**src/rtl/scan_counter_pkg.sv**
```systemverilog
// Shared constants and helpers for the multiplexed mixed-radix time counter.
package scan_counter_pkg;

    localparam int DIGIT_W = 4;

    // Packed per-digit moduli and reset value, digit0 in the least significant nibble.
    localparam logic [4*DIGIT_W-1:0] DEFAULT_RADIX   = {4'd10, 4'd6, 4'd10, 4'd10};
    localparam logic [4*DIGIT_W-1:0] DEFAULT_RST_VAL = 16'h1234;

    // Forces an out-of-range digit to the largest legal value for its modulus.
    function automatic logic [DIGIT_W-1:0] clamp_digit(input logic [DIGIT_W-1:0] d,
                                                       input logic [DIGIT_W-1:0] modulus);
        return (d >= modulus) ? (modulus - 4'd1) : d;
    endfunction

    // Smallest width able to encode the highest sel code (N_DIGITS-1)*stride.
    function automatic int sel_width(input int n_digits, input int stride);
        int max_code;
        int w;
        max_code = (n_digits - 1) * stride;
        w = 1;
        while ((1 << w) <= max_code) w++;
        return w;
    endfunction

endpackage

```
**src/rtl/radix_digit_cell.sv**
```systemverilog
// One counter digit with a fixed modulus: wraps at the modulus on the way up,
// wraps to modulus-1 on the way down, and reports the wrap to the next digit.
module radix_digit_cell
    import scan_counter_pkg::*;
#(
    parameter logic [DIGIT_W-1:0] MODULUS   = 4'd10,
    parameter logic [DIGIT_W-1:0] RST_DIGIT = 4'd0
) (
    input  logic               clk,
    input  logic               rst,
    input  logic               step,
    input  logic               up_dn,
    input  logic               cin,
    input  logic               load,
    input  logic [DIGIT_W-1:0] load_digit,
    output logic [DIGIT_W-1:0] digit,
    output logic               cout
);

    localparam logic [DIGIT_W-1:0] MAX_DIGIT = MODULUS - 4'd1;

    logic [DIGIT_W-1:0] digit_q;
    logic [DIGIT_W-1:0] digit_d;
    logic               at_limit;

    // The carry/borrow ripples combinationally so the whole chain settles in one cycle.
    assign at_limit = up_dn ? (digit_q == MAX_DIGIT) : (digit_q == '0);
    assign cout     = step & cin & at_limit;
    assign digit    = digit_q;

    // Next digit: load beats counting; count only when every lower digit wrapped.
    always_comb begin
        // NOTE: next-state gets a default first so no path leaves it unassigned (no latch).
        digit_d = digit_q;
        if (load) begin
            digit_d = clamp_digit(load_digit, MODULUS);
        end else if (step && cin) begin
            if (up_dn) digit_d = at_limit ? '0 : digit_q + 4'd1;
            else       digit_d = at_limit ? MAX_DIGIT : digit_q - 4'd1;
        end
    end

    // Digit register with synchronous reset.
    always_ff @(posedge clk) begin
        // NOTE: state registers use non-blocking assignment so all flops update together.
        if (rst) digit_q <= RST_DIGIT;
        else     digit_q <= digit_d;
    end

endmodule

```
**src/rtl/scan_time_counter.sv**
```systemverilog
// Mixed-radix up/down time counter with parallel load, wrap pulse and a
// multiplexed digit-scan driver feeding a 7-segment decoder.
module scan_time_counter
    import scan_counter_pkg::*;
#(
    parameter int                            N_DIGITS   = 4,
    parameter logic [DIGIT_W*N_DIGITS-1:0]   RADIX      = DEFAULT_RADIX,
    parameter logic [DIGIT_W*N_DIGITS-1:0]   RST_VAL    = DEFAULT_RST_VAL,
    parameter int                            TICK_DIV   = 10_000_000,
    parameter int                            SCAN_DIV   = 100_000,
    parameter int                            SEL_STRIDE = 2,
    parameter int                            SEL_W      = 3
) (
    input  logic                          clk,
    input  logic                          rst,
    input  logic                          en,
    input  logic                          up_dn,
    input  logic                          load,
    input  logic [DIGIT_W*N_DIGITS-1:0]   load_val,
    output logic [DIGIT_W*N_DIGITS-1:0]   value,
    output logic                          carry_out,
    output logic [SEL_W-1:0]              sel,
    output logic [DIGIT_W-1:0]            data
);

    localparam int TICK_CW = $clog2(TICK_DIV);
    localparam int SCAN_CW = (SCAN_DIV > 1) ? $clog2(SCAN_DIV) : 1;
    localparam int IDX_W   = (N_DIGITS > 1) ? $clog2(N_DIGITS) : 1;

    localparam logic [TICK_CW-1:0] TICK_LAST = TICK_CW'(TICK_DIV - 1);
    localparam logic [SCAN_CW-1:0] SCAN_LAST = SCAN_CW'(SCAN_DIV - 1);
    localparam logic [IDX_W-1:0]   IDX_LAST  = IDX_W'(N_DIGITS - 1);

    if (sel_width(N_DIGITS, SEL_STRIDE) > SEL_W) begin : g_sel_too_narrow
        $error("SEL_W cannot hold the highest sel code");
    end

    logic [TICK_CW-1:0] tick_q, tick_d;
    logic [SCAN_CW-1:0] scan_cnt_q, scan_cnt_d;
    logic [IDX_W-1:0]   idx_q, idx_d;
    logic [SEL_W-1:0]   sel_q, sel_d;
    logic [DIGIT_W-1:0] data_q, data_d;
    logic               carry_q, carry_d;
    logic               step;
    logic               wrap;
    logic [DIGIT_W-1:0] digit_arr [N_DIGITS];

    // Step pulse on the last enabled cycle of each tick period.
    assign step = en & (tick_q == TICK_LAST);

    // Digit chain: digit0 always sees a carry-in, higher digits see the wrap of the one below.
    for (genvar i = 0; i < N_DIGITS; i++) begin : g_digit
        logic cin_w;
        logic cout_w;

        if (i == 0) begin : g_first
            assign cin_w = 1'b1;
        end else begin : g_next
            assign cin_w = g_digit[i-1].cout_w;
        end

        radix_digit_cell #(
            .MODULUS   (RADIX[i*DIGIT_W +: DIGIT_W]),
            .RST_DIGIT (RST_VAL[i*DIGIT_W +: DIGIT_W])
        ) u_cell (
            .clk        (clk),
            .rst        (rst),
            .step       (step),
            .up_dn      (up_dn),
            .cin        (cin_w),
            .load       (load),
            .load_digit (load_val[i*DIGIT_W +: DIGIT_W]),
            .digit      (digit_arr[i]),
            .cout       (cout_w)
        );

        assign value[i*DIGIT_W +: DIGIT_W] = digit_arr[i];
    end

    assign wrap = g_digit[N_DIGITS-1].cout_w;

    // Tick divider and wrap pulse: held while disabled, restarted by a load.
    always_comb begin
        tick_d  = tick_q;
        carry_d = 1'b0;
        if (load) begin
            tick_d = '0;
        end else if (en) begin
            tick_d  = step ? '0 : tick_q + TICK_CW'(1);
            carry_d = wrap;
        end
    end

    // Scan driver: rotate through the digits, refreshing data from the live value every cycle.
    always_comb begin
        scan_cnt_d = scan_cnt_q + SCAN_CW'(1);
        idx_d      = idx_q;
        if (scan_cnt_q == SCAN_LAST) begin
            scan_cnt_d = '0;
            idx_d      = (idx_q == IDX_LAST) ? '0 : idx_q + IDX_W'(1);
        end
        sel_d  = SEL_W'(int'(idx_d) * SEL_STRIDE);
        data_d = digit_arr[idx_d];
    end

    // Divider, scan and output registers with synchronous reset.
    always_ff @(posedge clk) begin
        if (rst) begin
            tick_q     <= '0;
            carry_q    <= 1'b0;
            scan_cnt_q <= '0;
            idx_q      <= '0;
            sel_q      <= '0;
            data_q     <= RST_VAL[DIGIT_W-1:0];
        end else begin
            tick_q     <= tick_d;
            carry_q    <= carry_d;
            scan_cnt_q <= scan_cnt_d;
            idx_q      <= idx_d;
            sel_q      <= sel_d;
            data_q     <= data_d;
        end
    end

    assign carry_out = carry_q;
    assign sel       = sel_q;
    assign data      = data_q;

endmodule
```
**config.mk**
```make
export PLATFORM = sky130hd
export DESIGN_NAME = scan_time_counter
export DESIGN_NICKNAME = d
export VERILOG_FILES = /design/src/rtl/scan_counter_pkg.sv /design/src/rtl/radix_digit_cell.sv /design/src/rtl/scan_time_counter.sv
export SDC_FILE = /design/constraint.sdc
export NUM_CORES = 1
export LEC_CHECK = 0
export BUFFER_PORTS_ARGS = -buffer_cell sky130_fd_sc_hd__buf_2
export CAP_MARGIN = 20
export CORE_MARGIN = 1.5
export CORE_UTILIZATION = 45
export DETAILED_ROUTE_END_ITERATION = 10
export SETUP_SLACK_MARGIN = 0.15
export SLEW_MARGIN = 20
export SYNTH_ARGS = -nofsm -noshare
export SYNTH_HDL_FRONTEND = slang
export SYNTH_SLANG_ARGS = --single-unit
```
**constraint.sdc**
```tcl
create_clock -name clk -period 2.9 [get_ports clk]
set_input_delay 0.435 -clock clk [delete_from_list [all_inputs] [get_ports clk]]
set_output_delay 0.435 -clock clk [all_outputs]
set_load 0.01 [all_outputs]
```
==> results by group <==
Worst setup path
  • CP delay by family, top: simple AND/OR/NAND/NOR gates
  • Reg2Reg Setup Slack: 410 ps
  • Worst path slowest cell: or4_1
  • Critical Path RT: 3120 ps
  • Crit Path Max Fanout: 6
  • Critical Path Max Stage Delay: 680 ps
  • Setup CP Type: reg -> reg
  • CP Launch Type: flip-flop
  • Crit path cell chain: or4bb_1 > or4_1 > mux2i_4 > buf_4 > mux2i_1 > o22ai_1
  • CP arrival: 2720 ps
  • R2R depth: 6
  • Crit. End Element: flip-flop
  • WP buf/inv: 1
  • Reg2reg start: scan_cnt_q[6]$_SDFF_PP0_
  • RR Endpoint: data[1]$_SDFF_PP0_

Hold path
  • Hold_sp: load_val[2]
  • Hold Crit Endpoint: g_digit[0].u_cell.digit[2]$_SDFFE_PP1P_
  • Hold crit path type: in -> reg
  • Hold Path Stages: 3

Cells and area
  • Design area: 4310 um2
  • N_diodes: 0
  • Fraction of layout cells with a size suffix above 1: 14.9%
  • FILL cells: 802
  • Fin nets: 543
  • Area Overhead vs Synth: 14.1%
  • Multi-input logic area: 2310 um2
  • Sequential cell area: 1280 um2

Floorplan
  • Row cnt: 33
  • Die height: 94.7 um
  • Number of I/O pins: 45
  • DIE AREA: 8960 um2
  • Initial Utilization: 46.3%
  • Core ar.: 8180 um2
  • Die Span X: 94.7 um

Pwr
  • Worst VDD drop: 0.270 mV
  • Sw frac: 25.8%
  • Share of power burned in registers: 45.7%
  • Int Power: 1520 uW
  • Psw: 531 uW
  • Comb power frac: 11.4%
  • Pwr/cell area: 477 nW/um2
  • Clk pwr share: 43.0%
  • LEAKAGE: 0.00168 uW

Detailed routing
  • DR pass1 iterations: 4
  • Vias: 3,474
  • Drt via density: 5.66
  • DR WL/cell: 15.4 um
  • 1st-iter DRT viols: 207
  • Final wirelength: 9460 um
  • # DRC: 0
  • DRT antenna net count: 0

STA
  • Setup violators final: 0
  • Pins Over Slew Limit: 0
  • Final hold violation count: 0
  • Hold Slack: 358 ps
  • Tmin final: 2490 ps
  • Fin Setup TNS: 0 ps
  • RSZ-0062 raised after global routing: false
  • Part of the cycle the worst path needs: 86.0%
  • Fmax: 0.401 GHz
  • Worst Clk Skew: 13.6 ps
  • Slew margin rel.: 58.8%
  • Slew @ Worst Pin: 616 ps

CTS
  • # hold bufs at CTS: 0
  • CTS buffer count: 9
  • CTS tree: yes
  • Clock root cell: clkbuf_8
  • Clk buf depth: 2
  • Clock Sink Count: 64
  • H-tree level count: 3
  • Worst-path clk slew: 70 ps
  • Postcts setup bufs: 0
  • Clk Latency, worst-skew pair: 350 ps
  • Post_cts resized: 0

Synth
  • EDFF count, synth: 0
  • FF+latch count, synth: 64
  • Avg Cell Area, Syn: 8.10 um2
  • Post-Synthesis Cells: 467
  • Synth unique cells: 66
  • Synth async-reset ratio: 0%
  • Synth warn: 0
  • Post-synthesis sequential area ratio: 33.9%
  • Cell Area, Synth: 3780 um2
  • Syn Nets: 505
  • Top_reg_cell synth: dfxtp_1

Global route
  • First-pass GRT wire length: 15,700 um
  • GRT Overall Usage: 22.6%
  • Antenna violations before repair: 0
  • Grt total ovfl: 0
  • Vias in the first global route: 3,277
  • Largest net degree at the start of global routing: 23

Flow run
  • Maxcap violations: 0

Placed design
  • DP HPWL: 6630 um
  • GPL Wtd Cong: 0.909
  • I/O Buffers: 43
  • Placed cell area: 4090 um2

Status
  • Outcome: finished, final reports clean
## power groups by stage
stage / combinational, uW / clock, uW / sequential [uW]
after global placement: 230 / 0 / 958
final: 234 / 883 / 939
after CTS: 233 / 892 / 937
after global routing: 259 / 935 / 943
after detailed placement: 231 / 0 / 958
after floorplan: 159 / 0 / 949
## worst register-to-register path, stage by stage, from the launching register on
cell	delay (ps)
dfxtp_1	360
or4bb_1	490
or4_1	680
mux2i_4	310
buf_4	210
mux2i_1	220
o22ai_1	110
## layout by cell type, fill, tap and decap left out, types with 11 or more instances in the layout
| master | n |
|---|---|
| xnor2_1 | 21 |
| a21oi_1 | 21 |
| nand3_1 | 30 |
| nor2_1 | 58 |
| nand2_1 | 37 |
| nor3_1 | 12 |
| o21ai_0 | 20 |
| clkbuf_8 | 11 |
| mux2i_1 | 13 |
| dfxtp_1 | 64 |
| ha_1 | 17 |
| buf_2 | 43 |
| xor2_1 | 19 |
| inv_1 | 24 |
## registers in the layout, indices dropped and copies added, names as in the netlist
register and count:
tick_q 24, scan_cnt_q 17, g_digit.u_cell.digit 16, data 4
sel 2, carry_out 1
## final cells by class
cell class / instances / share of cell area [%]
Inverter: 24 / 2.09
Timing Repair Buffer: 51 / 6.38
Multi-Input combinational cell: 355 / 53.7
Sequential cell: 64 / 29.7
Clock inverter: 3 / 1.51
Clock buffer: 12 / 3.60
Tap cell: 105 / 3.05
## through the flow
stage	power, uW	setup slack (ps)	util (%)	cells
finish	2060	406	52.8	614
global route	2140	263	52.8	614
CTS	2060	402	52.8	614
detailed placement	1190	448	50.1	599
global placement	1190	485	50.1	599
floorplan	1110	467	-	467
## how the worst max path moves through the flow
stage,from,endpoint,slack [ps],cells past startpoint
floorplan,g_digit[0].u_cell.digit[0]$_SDFFE_PP0P_,g_digit[2].u_cell.digit[0]$_SDFFE_PP0P_,470,7
global placement,g_digit[2].u_cell.digit[0]$_SDFFE_PP0P_,g_digit[3].u_cell.digit[0]$_SDFFE_PP1P_,490,7
detailed placement,scan_cnt_q[15]$_SDFF_PP0_,data[0]$_SDFF_PP0_,450,6
CTS,scan_cnt_q[15]$_SDFF_PP0_,data[1]$_SDFF_PP0_,400,6
global route,scan_cnt_q[10]$_SDFF_PP0_,data[1]$_SDFF_PP0_,260,6
finish,scan_cnt_q[6]$_SDFF_PP0_,data[1]$_SDFF_PP0_,410,6
## metal layers
layer | up-vias | global-route usage, % | routed length, um
met5 | - | 0 | 0
met1 | 1640 | 29.1 | 4570
met3 | 14 | 5.80 | 355
met2 | 90 | 36.5 | 4350
li1 | 1730 | - | -
met4 | 0 | 7.46 | 192
## synthesized netlist by cell type, types with 13 or more instances
cell / instances / area share [%]
clkbuf_1: 19 / 1.9
mux2i_1: 13 / 3.4
xor2_1: 19 / 4.4
nand3_1: 30 / 4.0
nor2_1: 58 / 5.8
dfxtp_1: 64 / 34
xnor2_1: 21 / 4.9
ha_1: 17 / 5.6
inv_1: 24 / 2.4
o21ai_0: 20 / 2.6
nand2_1: 37 / 3.7
a21oi_1: 21 / 2.8
## cell families (layout without fill, tap and decap cells)
family                   Yosys count  in the layout  synth area share, %
AO/OA/AOI/OAI                     84             84                 15.0
XOR/XNOR                          40             40                 9.27
adder cells (fa/ha/maj)           17             17                 5.63
buffers and inverters             48             90                 4.90
flip-flops                        64             64                 33.9
multiplexers                      17             17                 5.03
other                              1              1               0.0992
AND/OR/NAND/NOR                  196            196                 26.2
(Power assumes the default switching activity.)
